### src/rtl/moldudp64_pkg.sv
// ============================================================================
// Module      : moldudp64_pkg
// Description : Shared definitions for the MoldUDP64 retransmission request
//               path: request-FSM state encoding, request header length,
//               end-of-session message count and the pending-gap entry type.
// Revision    : 1.0 - initial release
// ============================================================================
`default_nettype none

package moldudp64_pkg;

    // Request scheduler states. Three header beats carry one 20-byte request.
    typedef enum logic [2:0] {
        ST_IDLE = 3'd0,
        ST_HDR0 = 3'd1,
        ST_HDR1 = 3'd2,
        ST_HDR2 = 3'd3,
        ST_WAIT = 3'd4
    } req_state_e;

    // Request packet is {msg_cnt[16], seq[64], sid[80]} = 20 bytes.
    localparam int          REQ_HDR_BYTES = 20;

    // Message count value that marks end-of-session in a MoldUDP64 header.
    localparam logic [15:0] EOS_MSG_CNT   = 16'hffff;

    // One pending gap as reported by the miss detector (default widths).
    typedef struct packed {
        logic [79:0] sid;
        logic [63:0] start;
        logic [63:0] cnt;
    } gap_entry_t;

endpackage

`default_nettype wire

### src/rtl/mold_req_fifo.sv
// ============================================================================
// Module      : mold_req_fifo
// Description : Small synchronous FIFO holding pending gap entries.
//               Push is ignored when full, pop is ignored when empty.
// Ports       : clk, nreset (async active-low)
//               push_i / push_data_i  - write side
//               pop_i / head_o        - read side (head_o is first-word-fall-through)
//               full_o / empty_o      - occupancy flags
// Revision    : 1.0 - initial release
// ============================================================================
`default_nettype none

module mold_req_fifo
    import moldudp64_pkg::*;
#(
    parameter int WIDTH = 208,
    parameter int DEPTH = 4
) (
    input  logic             clk,
    input  logic             nreset,
    input  logic             push_i,
    input  logic [WIDTH-1:0] push_data_i,
    input  logic             pop_i,
    output logic [WIDTH-1:0] head_o,
    output logic             full_o,
    output logic             empty_o
);

    localparam int PTR_W = (DEPTH > 1) ? $clog2(DEPTH) : 1;
    localparam int CNT_W = $clog2(DEPTH + 1);

    logic [WIDTH-1:0] mem_q [DEPTH];
    logic [PTR_W-1:0] wr_ptr_q, wr_ptr_d;
    logic [PTR_W-1:0] rd_ptr_q, rd_ptr_d;
    logic [CNT_W-1:0] count_q, count_d;

    logic push_ok;
    logic pop_ok;

    assign full_o  = (count_q == CNT_W'(DEPTH));
    assign empty_o = (count_q == '0);
    assign push_ok = push_i && !full_o;
    assign pop_ok  = pop_i && !empty_o;
    assign head_o  = mem_q[rd_ptr_q];

    always_comb begin
        wr_ptr_d = wr_ptr_q;
        rd_ptr_d = rd_ptr_q;
        count_d  = count_q;
        if (push_ok) begin
            wr_ptr_d = (wr_ptr_q == PTR_W'(DEPTH - 1)) ? '0 : wr_ptr_q + PTR_W'(1);
        end
        if (pop_ok) begin
            rd_ptr_d = (rd_ptr_q == PTR_W'(DEPTH - 1)) ? '0 : rd_ptr_q + PTR_W'(1);
        end
        if (push_ok && !pop_ok) begin
            count_d = count_q + CNT_W'(1);
        end else if (pop_ok && !push_ok) begin
            count_d = count_q - CNT_W'(1);
        end
    end

    always_ff @(posedge clk or negedge nreset) begin
        if (!nreset) begin
            wr_ptr_q <= '0;
            rd_ptr_q <= '0;
            count_q  <= '0;
        end else begin
            wr_ptr_q <= wr_ptr_d;
            rd_ptr_q <= rd_ptr_d;
            count_q  <= count_d;
        end
    end

    // Storage needs no reset: occupancy is tracked by the pointers/count.
    always_ff @(posedge clk) begin
        if (push_ok) begin
            mem_q[wr_ptr_q] <= push_data_i;
        end
    end

endmodule

`default_nettype wire

### src/rtl/mold_req_sched.sv
// ============================================================================
// Module      : mold_req_sched
// Description : Queues gap reports from the miss detector and turns each one
//               into one or more MoldUDP64 retransmission requests, emitted as
//               a 3-beat AXI-stream packet. Large gaps are split into requests
//               of at most MAX_REQ_CNT messages, spaced GAP_CYCLES apart.
// Ports       : clk, nreset (async active-low)
//               miss_seq_num_*_i  - gap report (valid pulse, sid, start, cnt)
//               req_axis_*        - request packet stream
//               req_drop_o        - pulse: report discarded (queue full)
//               req_busy_o        - queue non-empty or request in progress
// Revision    : 1.0 - initial release
// ============================================================================
`default_nettype none

module mold_req_sched
    import moldudp64_pkg::*;
#(
    parameter int              AXI_DATA_W  = 64,
    parameter int              AXI_KEEP_W  = AXI_DATA_W / 8,
    parameter int              SID_W       = 80,
    parameter int              SEQ_NUM_W   = 64,
    parameter int              ML_W        = 16,
    parameter int              FIFO_DEPTH  = 4,
    parameter logic [ML_W-1:0] MAX_REQ_CNT = 16'hfffe,
    parameter int              GAP_CYCLES  = 16
) (
    input  logic                  clk,
    input  logic                  nreset,

    input  logic                  miss_seq_num_v_i,
    input  logic [SID_W-1:0]      miss_seq_num_sid_i,
    input  logic [SEQ_NUM_W-1:0]  miss_seq_num_start_i,
    input  logic [SEQ_NUM_W-1:0]  miss_seq_num_cnt_i,

    output logic                  req_axis_tvalid_o,
    output logic [AXI_DATA_W-1:0] req_axis_tdata_o,
    output logic [AXI_KEEP_W-1:0] req_axis_tkeep_o,
    output logic                  req_axis_tlast_o,
    input  logic                  req_axis_tready_i,

    output logic                  req_drop_o,
    output logic                  req_busy_o
);

    localparam int ENTRY_W    = SID_W + 2 * SEQ_NUM_W;
    localparam int VEC_W      = 3 * AXI_DATA_W;
    localparam int LAST_BYTES = REQ_HDR_BYTES - 2 * AXI_KEEP_W;
    localparam logic [AXI_KEEP_W-1:0] KEEP_LAST = AXI_KEEP_W'((1 << LAST_BYTES) - 1);
    localparam int TMR_W      = (GAP_CYCLES > 0) ? $clog2(GAP_CYCLES + 1) : 1;

    // ------------------------------------------------------------------
    // Pending-gap queue
    // ------------------------------------------------------------------
    logic               fifo_push;
    logic               fifo_pop;
    logic               fifo_full;
    logic               fifo_empty;
    logic [ENTRY_W-1:0] fifo_head;

    logic [SID_W-1:0]     head_sid;
    logic [SEQ_NUM_W-1:0] head_start;
    logic [SEQ_NUM_W-1:0] head_cnt;

    // Full is the registered occupancy flag, so a same-cycle pop never
    // frees a slot for the report arriving in that cycle.
    assign fifo_push = miss_seq_num_v_i && (miss_seq_num_cnt_i != '0) && !fifo_full;

    mold_req_fifo #(
        .WIDTH (ENTRY_W),
        .DEPTH (FIFO_DEPTH)
    ) u_fifo (
        .clk         (clk),
        .nreset      (nreset),
        .push_i      (fifo_push),
        .push_data_i ({miss_seq_num_sid_i, miss_seq_num_start_i, miss_seq_num_cnt_i}),
        .pop_i       (fifo_pop),
        .head_o      (fifo_head),
        .full_o      (fifo_full),
        .empty_o     (fifo_empty)
    );

    assign head_sid   = fifo_head[ENTRY_W-1 -: SID_W];
    assign head_start = fifo_head[2*SEQ_NUM_W-1 -: SEQ_NUM_W];
    assign head_cnt   = fifo_head[SEQ_NUM_W-1:0];

    // ------------------------------------------------------------------
    // Request FSM and working registers
    // ------------------------------------------------------------------
    req_state_e           state_q, state_d;
    logic [TMR_W-1:0]     timer_q, timer_d;
    logic [SID_W-1:0]     sid_q, sid_d;
    logic [SEQ_NUM_W-1:0] start_q, start_d;
    logic [SEQ_NUM_W-1:0] rem_q, rem_d;
    logic                 cont_q, cont_d;   // head entry partly sent; keep remainder
    logic                 drop_q, drop_d;

    logic [ML_W-1:0]      send_cnt;
    logic [VEC_W-1:0]     req_vec;

    assign send_cnt = (rem_q > SEQ_NUM_W'(MAX_REQ_CNT)) ? MAX_REQ_CNT : rem_q[ML_W-1:0];

    // sid occupies the LSBs so it leaves on the first beat.
    assign req_vec  = VEC_W'({send_cnt, start_q, sid_q});

    assign drop_d   = miss_seq_num_v_i && (miss_seq_num_cnt_i != '0) && fifo_full;

    always_comb begin
        state_d  = state_q;
        timer_d  = timer_q;
        sid_d    = sid_q;
        start_d  = start_q;
        rem_d    = rem_q;
        cont_d   = cont_q;
        fifo_pop = 1'b0;
        case (state_q)
            ST_IDLE: begin
                if (!fifo_empty && (timer_q == '0)) begin
                    state_d = ST_HDR0;
                    if (!cont_q) begin
                        sid_d   = head_sid;
                        start_d = head_start;
                        rem_d   = head_cnt;
                    end
                end
            end
            ST_HDR0: begin
                if (req_axis_tready_i) begin
                    state_d = ST_HDR1;
                end
            end
            ST_HDR1: begin
                if (req_axis_tready_i) begin
                    state_d = ST_HDR2;
                end
            end
            ST_HDR2: begin
                if (req_axis_tready_i) begin
                    rem_d   = rem_q - SEQ_NUM_W'(send_cnt);
                    start_d = start_q + SEQ_NUM_W'(send_cnt);
                    if (rem_d == '0) begin
                        fifo_pop = 1'b1;
                        cont_d   = 1'b0;
                    end else begin
                        cont_d   = 1'b1;
                    end
                    if (GAP_CYCLES > 0) begin
                        state_d = ST_WAIT;
                        timer_d = TMR_W'(GAP_CYCLES);
                    end else begin
                        state_d = ST_IDLE;
                    end
                end
            end
            ST_WAIT: begin
                timer_d = timer_q - TMR_W'(1);
                if (timer_q == TMR_W'(1)) begin
                    state_d = ST_IDLE;
                end
            end
            default: begin
                state_d = ST_IDLE;
            end
        endcase
    end

    always_ff @(posedge clk or negedge nreset) begin
        if (!nreset) begin
            state_q <= ST_IDLE;
            timer_q <= '0;
            sid_q   <= '0;
            start_q <= '0;
            rem_q   <= '0;
            cont_q  <= 1'b0;
            drop_q  <= 1'b0;
        end else begin
            state_q <= state_d;
            timer_q <= timer_d;
            sid_q   <= sid_d;
            start_q <= start_d;
            rem_q   <= rem_d;
            cont_q  <= cont_d;
            drop_q  <= drop_d;
        end
    end

    // ------------------------------------------------------------------
    // Stream outputs: decoded from state, so they hold while stalled and
    // drop to zero the instant reset asserts.
    // ------------------------------------------------------------------
    always_comb begin
        req_axis_tvalid_o = 1'b0;
        req_axis_tdata_o  = '0;
        req_axis_tkeep_o  = '0;
        req_axis_tlast_o  = 1'b0;
        case (state_q)
            ST_HDR0: begin
                req_axis_tvalid_o = 1'b1;
                req_axis_tdata_o  = req_vec[AXI_DATA_W-1:0];
                req_axis_tkeep_o  = '1;
            end
            ST_HDR1: begin
                req_axis_tvalid_o = 1'b1;
                req_axis_tdata_o  = req_vec[2*AXI_DATA_W-1 -: AXI_DATA_W];
                req_axis_tkeep_o  = '1;
            end
            ST_HDR2: begin
                req_axis_tvalid_o = 1'b1;
                req_axis_tdata_o  = req_vec[3*AXI_DATA_W-1 -: AXI_DATA_W];
                req_axis_tkeep_o  = KEEP_LAST;
                req_axis_tlast_o  = 1'b1;
            end
            default: begin
            end
        endcase
    end

    assign req_drop_o = drop_q;
    assign req_busy_o = !fifo_empty || (state_q != ST_IDLE);

endmodule

`default_nettype wire

### config.mk
export PLATFORM = sky130hd
export DESIGN_NAME = mold_req_sched
export DESIGN_NICKNAME = d
export VERILOG_FILES = /design/src/rtl/moldudp64_pkg.sv /design/src/rtl/mold_req_fifo.sv /design/src/rtl/mold_req_sched.sv
export SDC_FILE = /design/constraint.sdc
export NUM_CORES = 1
export LEC_CHECK = 0
export ABC_CLOCK_PERIOD_IN_PS = 19170
export BUFFER_PORTS_ARGS = -buffer_cell sky130_fd_sc_hd__buf_2
export CAP_MARGIN = 20
export CELL_PAD_IN_SITES_DETAIL_PLACEMENT = 0
export CELL_PAD_IN_SITES_GLOBAL_PLACEMENT = 2
export CORE_ASPECT_RATIO = 0.6
export CORE_MARGIN = 10
export CORE_UTILIZATION = 30
export DETAILED_ROUTE_END_ITERATION = 16
export PLACE_DENSITY_LB_ADDON = 0.2
export SLEW_MARGIN = 20
export SYNTH_ARGS = -nofsm -noshare
export SYNTH_HDL_FRONTEND = slang
export SYNTH_SLANG_ARGS = --single-unit
export TNS_END_PERCENT = 1
### constraint.sdc
create_clock -name clk -period 19.17 [get_ports clk]
set_input_delay 1.917 -clock clk [delete_from_list [all_inputs] [get_ports clk]]
set_output_delay 1.917 -clock clk [all_outputs]
set_load 0.005 [all_outputs]
### Yosys cells after proc, flatten, opt, wreduce, memory -nomap -nowiden

Memory sizes are Yosys's and may differ from the RTL's.
Cells that the tools add are included.

* eq/ne operators: 14
* magnitude comparators: 1
* reductions and logical operators: 29
* mux-type cells: 31
* bitwise operators: 1
* add/subtract/negate cells: 7

Operator list (count)
* $mux W64: 6
* $pmux W64 S2: 2
* $pmux W64 S3: 1
* $add A64 B16 Y64: 1
* $gt A64 B16 Y1 const B: 1
* $logic_not A64 Y1: 1
* $reduce_bool A64 Y1: 1
* $sub A64 B16 Y64: 1
* $mux W3: 7
* $mux W16: 1
* $pmux W8 S2: 1
* $pmux W3 S5: 1
* $ne A2 B2 Y1 const B: 6
* $pmux W5 S2: 1
* $logic_and A1 B1 Y1: 8
* $mux W1: 8
* $eq A3 B2 Y1 const B: 2
* $eq A3 B3 Y1 const B: 2
* $logic_not A3 Y1: 2
* $reduce_bool A2 Y1: 3
* $eq A5 B1 Y1 const B: 1
* $logic_not A5 Y1: 1
* $mux W5: 1
* $reduce_and A5 Y1: 1
* other kinds (16): 23

* word-level logic and storage cells: 94
* bits in writable memories: 832
* input port bits: 212
* memories: 1
* bits in registers: 225
* output and inout bits: 76

Memory list
* u_fifo.mem_q: words 4, width 208, rd ports 1, clocked after Yosys merged registers in 0, write ports 1, RTL line mold_req_fifo.sv:32 `logic [WIDTH-1:0] mem_q [DEPTH];`

### Logic depth before layout (Yosys ltp)

Gate-level depths: netlist of run 1.

* depth in word-level cells: 11
* mapped depth: 25
* gate-level depth less buffers: 22

### Modules after synthesis

A second synthesis of run 1 with hierarchy kept.

* cell total of the unflattened synthesis: 2936
* area total of the unflattened synthesis: 44841.8 um2

By module, submodules not included
* mold_req_fifo: area an instance 30671.9 um2, seq. area each 25159.1 um2, cells each 1124, instances 1
* mold_req_sched: area an instance 14169.8 um2, seq. area each 5455.2 um2, cells each 1812, instances 1

### Worst setup path before layout of run 1

OpenSTA, ideal clock, no wires.

* path type: input to register
* start: in miss_seq_num_cnt_i[31]
* end: mem u_fifo.mem_q[0][0] (enable)
* setup slack: 11.322 ns
* stages on the path: 5
* data required time: 18.576 ns
* arrival: 7.254 ns
* cells stage by stage: nor4_1 -> nand4_1 -> o41ai_1 -> a21oi_1 -> and2_1

* cells in the longest elaborated chain, start to end: 6

RTL lines
* from (decl): RTL line mold_req_sched.sv:34 `input logic [SEQ_NUM_W-1:0] miss_seq_num_cnt_i,`
* $reduce_bool A64 Y1: RTL line mold_req_sched.sv:67 `assign fifo_push = miss_seq_num_v_i && (miss_seq_num_cnt_i != '0) && !fifo_full;`
* $logic_and A1 B1 Y1 (2 in a row): RTL line mold_req_sched.sv:67
* $logic_and A1 B1 Y1: RTL line mold_req_fifo.sv:42 `assign push_ok = push_i && !full_o;`
* net u_fifo.push_ok: RTL line mold_req_fifo.sv:37 `logic push_ok;`
* $mux W1: RTL line mold_req_fifo.sv:77 `if (push_ok) begin`
* $mux W1 (not written as such): RTL line mold_req_fifo.sv:78 `mem_q[wr_ptr_q] <= push_data_i;`
* to (decl): RTL line mold_req_fifo.sv:32

The timed path passes the listed nets, and every way through them passes these cells.

### Worst setup path in the final report of run 1

* start: reg rem_q[42]
* end: reg u_fifo.count_q[1]

* cells in the longest elaborated chain, start to end: 11

RTL lines
* from (decl): RTL line mold_req_sched.sv:94 `logic [SEQ_NUM_W-1:0] rem_q, rem_d;`
* from (signal assigned): RTL line mold_req_sched.sv:181 `rem_q <= rem_d;`
* $gt A64 B16 Y1: RTL line mold_req_sched.sv:101 `assign send_cnt = (rem_q > SEQ_NUM_W'(MAX_REQ_CNT)) ? MAX_REQ_CNT : rem_q[ML_W-1:0];`
* $mux W16: RTL line mold_req_sched.sv:101
* $sub A64 B16 Y64 (*): RTL line mold_req_sched.sv:139 `rem_d = rem_q - SEQ_NUM_W'(send_cnt);`
* $logic_not A64 Y1 (*): RTL line mold_req_sched.sv:141 `if (rem_d == '0) begin`
* $mux W1 (*): RTL line mold_req_sched.sv:141
* $mux W1 (*): RTL line mold_req_sched.sv:138 `if (req_axis_tready_i) begin`
* $mux W1 (*): RTL line mold_req_sched.sv:116 `case (state_q)`
* $logic_and A1 B1 Y1 (*): RTL line mold_req_fifo.sv:43 `assign pop_ok = pop_i && !empty_o;`
* $logic_not A1 Y1 (*): RTL line mold_req_fifo.sv:56 `if (push_ok && !pop_ok) begin`
* $logic_and A1 B1 Y1 (*): RTL line mold_req_fifo.sv:56
* $mux W3 (*): RTL line mold_req_fifo.sv:56
* net u_fifo.count_d[1]: RTL line mold_req_fifo.sv:35 `logic [CNT_W-1:0] count_q, count_d;`
* to (signal assigned): RTL line mold_req_fifo.sv:71 `count_q <= count_d;`
* to (decl): RTL line mold_req_fifo.sv:35

The timed path passes the listed nets; every way through them passes the cells marked *.
A chain may end at the register's enable or synchronous reset.

==> results of run 1 <==
through the flow:
step                      setup slack [ns]  total power, uW  cell area, um2  hold slack [ns]  util, %
after floorplan                      11.32             3320           45200            0.442        -
after global placement               11.04             3560           48900            0.454     32.6
after detailed placement             11.71             3560           48900            0.459     32.6
after CTS                            11.66             5720           52500            0.475     35.0
after global routing                 11.15             5870           52500            0.493     35.0
final                                11.55             5630           52500            0.468     35.0
critical path, stage by stage (launching register included):
cell and delay, ns:
dfrtp_1 0.49, or3_1 0.45, nor3_1 0.73, and3_1 0.51, nand3_2 0.50, nand2b_1 0.24
ha_1 0.62, nand4_1 0.20, or4_1 0.64, nor3_1 0.46, a31o_2 0.33, or4_1 0.20
xnor2_1 0.14, or4_1 0.57, nor4_2 0.33, nand2_1 0.10, ha_1 0.24, inv_1 0.07
fa_1 0.40, mux2_2 0.26
area by class of cell:
type                       instances  area share (%)
clock buffer                     139            5.52
multi-input combinational       1776            26.3
tap                             2016            4.80
sequential                      1057            58.3
timing repair buffer             332            3.60
inverter                          26           0.191
clock inverter                    62            1.24
antenna                            6          0.0286
cell families after synthesis:
logic type / synth area share [%]
buffers and inverters: 1.94
xor gates and xnor gates: 0.794
DFF: 67.7
muxes: 11.2
other: 0.00830
and+or+nand+nor: 9.73
adders and majority gates: 0.808
AOI/OAI and AO/OA: 7.77
state kept, by name (all words and copies together), names as in the netlist:
| register | count |
|---|---|
| timer_q | 5 |
| rem_q | 64 |
| cont_q | 1 |
| u_fifo.rd_ptr_q | 2 |
| u_fifo.wr_ptr_q | 2 |
| u_fifo.count_q | 3 |
| u_fifo.mem_q | 832 |
| state_q | 3 |
| sid_q | 80 |
| req_drop_o | 1 |
| start_q | 64 |
worst max-delay path by stage:
stage | start | to | slack, ns
finish | rem_q[42] | u_fifo.count_q[1] | 11.55
global route | rem_q[16] | u_fifo.count_q[1] | 11.15
CTS | rem_q[16] | u_fifo.count_q[1] | 11.66
detailed placement | rem_q[16] | u_fifo.count_q[1] | 11.71
global placement | miss_seq_num_cnt_i[7] | u_fifo.mem_q[1][184] | 11.04
floorplan | miss_seq_num_cnt_i[31] | u_fifo.mem_q[0][0] | 11.32
metal layers:
layer | GRT usage [%] | vias to the layer above | wire (um)
met5 | 0 | - | 35
met4 | 3.38 | 6 | 2820
met3 | 4.71 | 184 | 11000
met2 | 23.7 | 843 | 60600
met1 | 27.8 | 14700 | 76300
li1 | - | 12400 | -
synthesized netlist by cell type (16+ instances only):
cell	n
a22oi_1	44
o22ai_1	28
o21ai_0	114
nand2_1	386
nand2b_1	18
mux4_2	208
ha_1	26
and3_1	31
nor4_1	46
or4_1	18
or3_1	24
a211oi_1	16
dfrtp_1	225
a21oi_1	142
nor2_1	190
inv_1	26
nor3_1	40
buf_1	28
mux2_2	29
xnor2_1	26
a31oi_1	31
a22o_1	37
nand4_1	34
edfxtp_1	832
clkbuf_1	157
nand3_1	55
power by group through the flow:
stage	Combinational, uW	Clock [uW]	Sequential (uW)
floorplan	281	0	3040
global placement	572	0	2980
detailed placement	572	0	2990
CTS	573	2200	2940
global route	604	2310	2960
finish	552	2150	2940
==> summary.md, run 1 <==
| Metric | Value |
|---|---|
| Core region area | 0.150 mm2 |
| FF+latch count, synth | 1057 |
| Vias in the first global route | 28000 |
| Min-delay src | sid_q[65] |
| Commonest non-fill, non-tap cell in the layout | edfxtp_1 |
| Area growth syn-to-layout | 16.2% |
| Fmax | 131 MHz |
| Pin count of the biggest net entering global routing | 153 |
| P_leak | approximately 0.019 uW |
| IO Count | 288 |
| Resize count post-CTS | 0 |
| Logic pwr share | 9.8% |
| Worst R2R Start | rem_q[42] |
| FF+latch area | 0.0306 mm2 |
| CTS tree | yes |
| # port buffers | 287 |
| Netlist Area Pre-Place | 0.0452 mm2 |
| Final-report hold violation count | 0 |
| FF-to-FF setup slack | 11.55 ns |
| Internal | about 4200 uW |
| Clock Latency Late Sink | between 0.7 and 0.8 ns |
| Worst Max-Slew Pin Slew | between 1 and 1.5 ns |
| Most frequent cells in the layout | 832 x edfxtp_1, 385 x nand2_1, 286 x buf_2, 222 x dfrtp_1, 208 x mux4_2 |
| Mapped Cells | 3057 |
| Clock Skew | 0.0735 ns |
| Hold buffer count at cts | 0 |
| # DRC | 0 |
| Worst hold path type | reg -> reg |
| Drt initial violations | 2740 |
| Final min period | between 7 and 8 ns |
| Synth area leader | edfxtp_1 |
| Fraction of registers with async set or reset after synthesis | 21.3% |
| Total GRT Usage | 17.6% |
| Wire per inst | roughly 28 um |
| Switching part of the total | between 20% and 30% |
| Worst EP required | 19.81 ns |
| CTS root buf | clkbuf_16 |
| Flop pwr share | 52.1% |
| CTS buffer count | 106 |
| Status | completed |
| Initial Util | between 30% and 40% |
| Switch Pwr | 1400 uW |
| Pwr/cell area | about 110 mW/mm2 |
| Clock Path Buffers | 3 |
| Area share of the largest cell type after synthesis | 55.3% |
| Mapped Nets | 3297 |
| Overflow after GRT | 0 |
| Critical path class | reg -> reg |
| Htree depth | 3 |
| Max-Cap Viols | 0 |
| Cell variety after synth | 89 |
| Placed Cells | 5206 |
| Fin nets | 3539 |
| FF-to-FF End | u_fifo.count_q[1] |
| Setup Viol. Count Final | 0 |
| Post-route ant nets | 0 |
| Synth area leaders | edfxtp_1 55%, dfrtp_1 12%, mux4_2 10% |
| Die Ht | roughly 320 um |
| Critical path endpoint category | flip-flop |
| Crit path DAT | ~8.3 ns |
| Detailed Route WL | 151000 um |
| Yosys synthesis warning count | 0 |
| Die Area | 0.167 mm2 |
| Post-Route Setup TNS | 0 ns |
| First-pass DRT Iterations | 5 |
| Multi-input logic area | around 0.014 mm2 |
| Hold path cells | 2 |
| Share of layout cells above drive strength 1 | 23.6% |
| Sequential share of the synthesized area | between 60 and 70% |
| VDD IR max | 0.0000680 V |
| Max Slew Vio Count | 0 |
| First-pass GRT wire length | 216000 um |
| Initial antenna violation count | 16 |
| Routability cong. | 0.880 |
| Post-synth EDFFs | 832 |
| Crit start category | flip-flop |
| Final HPWL DP | 101000 um |
| Die X-Extent | 521 um |
| Clock-pin slew on the worst setup and hold paths | 0.07 ns |
| FP Rows | 110 |
| CP max FO | 18 |
| Layout Cells excl Fill | 5414 |
| Final Cycle Share | 39.8% |
| Vias per cell | ~5.2 |
| Ys flop type | edfxtp_1 |
| Worst slew margin relative to its limit | 15.6% |
| RSZ-0062 raised after global routing | no |
| Post-CTS setup repair buffer count | 0 |
| Via count | 28100 |
| CTS Sinks | 1057 |
| Fillers | between 10000 and 15000 |
| WHS Endpoint | sid_q[65] |
| Worst R2R Path Depth | 19 |
| Mean Syn Cell Area | between 10 and 15 um2 |
| Clock power share | 38.1% |
Note: power is estimated with default switching activity, not from simulation.
==> run 2: changes to the inputs <==
ABC_CLOCK_PERIOD_IN_PS = 6400   (was 19170)
clock period = 6.4 ns   (was 19.17 ns; I/O delays follow)
==> summary.md, run 2 (same netlist as run 1, synthesis figures left out) <==
| Metric | Value |
|---|---|
| Wire per inst | 27.7 um |
| First-pass DRT Iterations | 5 |
| Detailed Route WL | between 150000 and 200000 um |
| Crit path DAT | around 6.6 ns |
| Pwr/cell area | 322 mW/mm2 |
| Pin count of the biggest net entering global routing | ~160 |
| RSZ-0062 raised after global routing | no |
| Htree depth | 3 |
| Fin nets | 3585 |
| Clock Path Buffers | 3 |
| FF-to-FF setup slack | between 0.4 and 0.5 ns |
| FP Rows | 110 |
| Via count | 28200 |
| Worst Setup SP | rem_q[54] |
| Max-Cap Viols | 0 |
| Final HPWL DP | between 100000 and 150000 um |
| # DRC | 0 |
| Final-report hold violation count | 0 |
| Final min period | 5.98 ns |
| Routability cong. | 0.885 |
| Final instance area | 0.0532 mm2 |
| Max reg flops | 832 |
| Worst R2R Path Depth | 19 |
| Vias in the first global route | 27700 |
| Largest delay share family, worst path | simple AND/OR/NAND/NOR gates |
| Max Slew Vio Count | 0 |
| Slowest CP cell | a2111oi_1 |
| FF-to-FF End | u_fifo.count_q[1] |
| Post-route ant nets | 0 |
| Worst setup path end | u_fifo.count_q[1] |
| Share of layout cells above drive strength 1 | roughly 25% |
| CTS buffer count | about 110 |
| Leading registers by flop count | u_fifo.mem_q: 832 flops, sid_q: 80 flops |
| Clock-pin slew on the worst setup and hold paths | 0.06 ns |
| Hold path cells | 1 |
| Clock Skew | 0.0604 ns |
| Final Cycle Share | 93.5% |
| Commonest non-fill, non-tap cell in the layout | edfxtp_1 |
| Top reg by flops | u_fifo.mem_q |
| IO Count | 288 |
| CTS Sinks | 1057 |
| Total GRT Usage | roughly 18% |
| Die Ht | 321 um |
| Worst Max-Slew Pin Slew | 1.12 ns |
| Final core utilization | 35.5% |
| P_leak | between 0.015 and 0.02 uW |
| CTS tree | yes |
| Worst EP required | 6.99 ns |
| Setup Viol. Count Final | 0 |
| Die Area | 0.167 mm2 |
| CP max FO | 16 |
| WP buf/inv | 2 |
| Vias per cell | 5.17 |
| # port buffers | 287 |
| CP max stage delay | 0.58 ns |
| Fmax | 167 MHz |
| Status | completed |
| Worst slew margin relative to its limit | 24.7% |
| Worst hold path type | in -> reg |
| Core region area | 0.150 mm2 |
| Worst R2R Start | rem_q[54] |
| Worst-path cell chain | nor3_1 > nand4_1 > a211oi_4 > nand3_2 > nand2b_1 > ha_1 > buf_4 > nand2_1 > a2111oi_1 > a31o_2 > or4_1 > xnor2_1 > or4_1 > nor4_2 > nand2_1 > ha_1 > inv_1 > fa_1 > mux2_2 |
| Most frequent cells in the layout | 832 x edfxtp_1, 385 x nand2_1, 286 x buf_2, 222 x dfrtp_1, 208 x mux4_2 |
| Overflow after GRT | 0 |
| CTS root buf | clkbuf_16 |
| Crit start category | flip-flop |
| Clock Latency Late Sink | 0.75 ns |
| Critical path class | reg -> reg |
| First-pass GRT wire length | 216000 um |
| Drt initial violations | 2755 |
| VDD IR max | around 0.00025 V |
| Critical path endpoint category | flip-flop |
| Initial Util | between 30 and 40% |
| Area growth syn-to-layout | 17.7% |
| DP Area | 0.0494 mm2 |
| Die X-Extent | 521 um |
| Minimum hold slack | 0.0980 ns |
| Initial antenna violation count | 40 |
| WP depth | 19 |
==> run 2: changes by cell type in the layout (fill, tap and decap cells not counted), moves of 2 or more <==
cell / previous run / this run
buf_12: 7 / 21
buf_4: 37 / 68
bufinv_16: 10 / 15
clkbuf_1: 22 / 19
clkbuf_8: 10 / 8
clkinv_16: 2 / 4
clkinv_2: 22 / 19
clkinv_4: 4 / 6
diode_2: 6 / 4
nor4_1: 40 / 43
nor4_2: 8 / 5
==> run 2: worst min path at each step <==
stage	from	endpoint	slack, ns
floorplan	nreset	cont_q	0.34
global placement	sid_q[67]	sid_q[67]	0.45
detailed placement	sid_q[77]	sid_q[77]	0.46
CTS	miss_seq_num_sid_i[78]	u_fifo.mem_q[0][206]	0.03
global route	miss_seq_num_start_i[18]	u_fifo.mem_q[1][82]	0.05
finish	miss_seq_num_sid_i[59]	u_fifo.mem_q[1][187]	0.1
==> run 2: power by group <==
part	switching (uW)	internal (uW)	leakage, uW	total, uW
clock	2840	3810	0.00181	6650
combinational	1170	528	0.00650	1690
sequential	197	8580	0.0106	8780
==> run 2: metrics by stage <==
stage,setup WS (ns),cells,total power [uW],setup TNS [ns]
final,0.419,5459,17100,0
after global routing,0.0646,5458,17800,0
after CTS,0.290,5453,17400,0
after detailed placement,0.330,5249,10700,0
after global placement,0.381,5249,10700,0
after floorplan,-0.171,3057,9910,-106.57
==> run 2: what timing repair did <==
action                                  4_1_cts  5_1_grt
hold endpoints to repair                     91        0
hold buffers                                  1        0
endpoints found under the setup margin        0        2
gates resized for setup                       0        2
buffers inserted                              0        2
==> run 2: layer usage <==
metal	part of all wire (%)	up-vias	GRT usage (%)	wire length, um
li1	-	12500	-	-
met1	50	14600	27.8	75700
met2	40	870	23.2	60400
met3	7.9	203	5.45	12000
met4	2.0	46	3.64	2990
met5	0.20	-	0	304
==> run 2: final cells by class <==
class                   instances  area, um2
well taps                    2016       2520
flip-flops and latches       1057      30600
clock inverters                69        876
repair buffers                377       2390
inverters                      26        100
multi-input cells            1776      13800
fillers                     14400      96700
diodes                          4       10.0
clock buffers                 134       2860
==> run 2: worst reg2reg max path, delay by kind of cell, from the launching register on <==
kind,cells,cell delay [ns]
buffers and inverters,2,0.32
multiplexers,1,0.27
XOR/XNOR,1,0.17
AO/OA/AOI/OAI,3,1.43
adder cells (fa/ha/maj),3,0.84
flip-flops,1,0.43
AND/OR/NAND/NOR,9,2.37
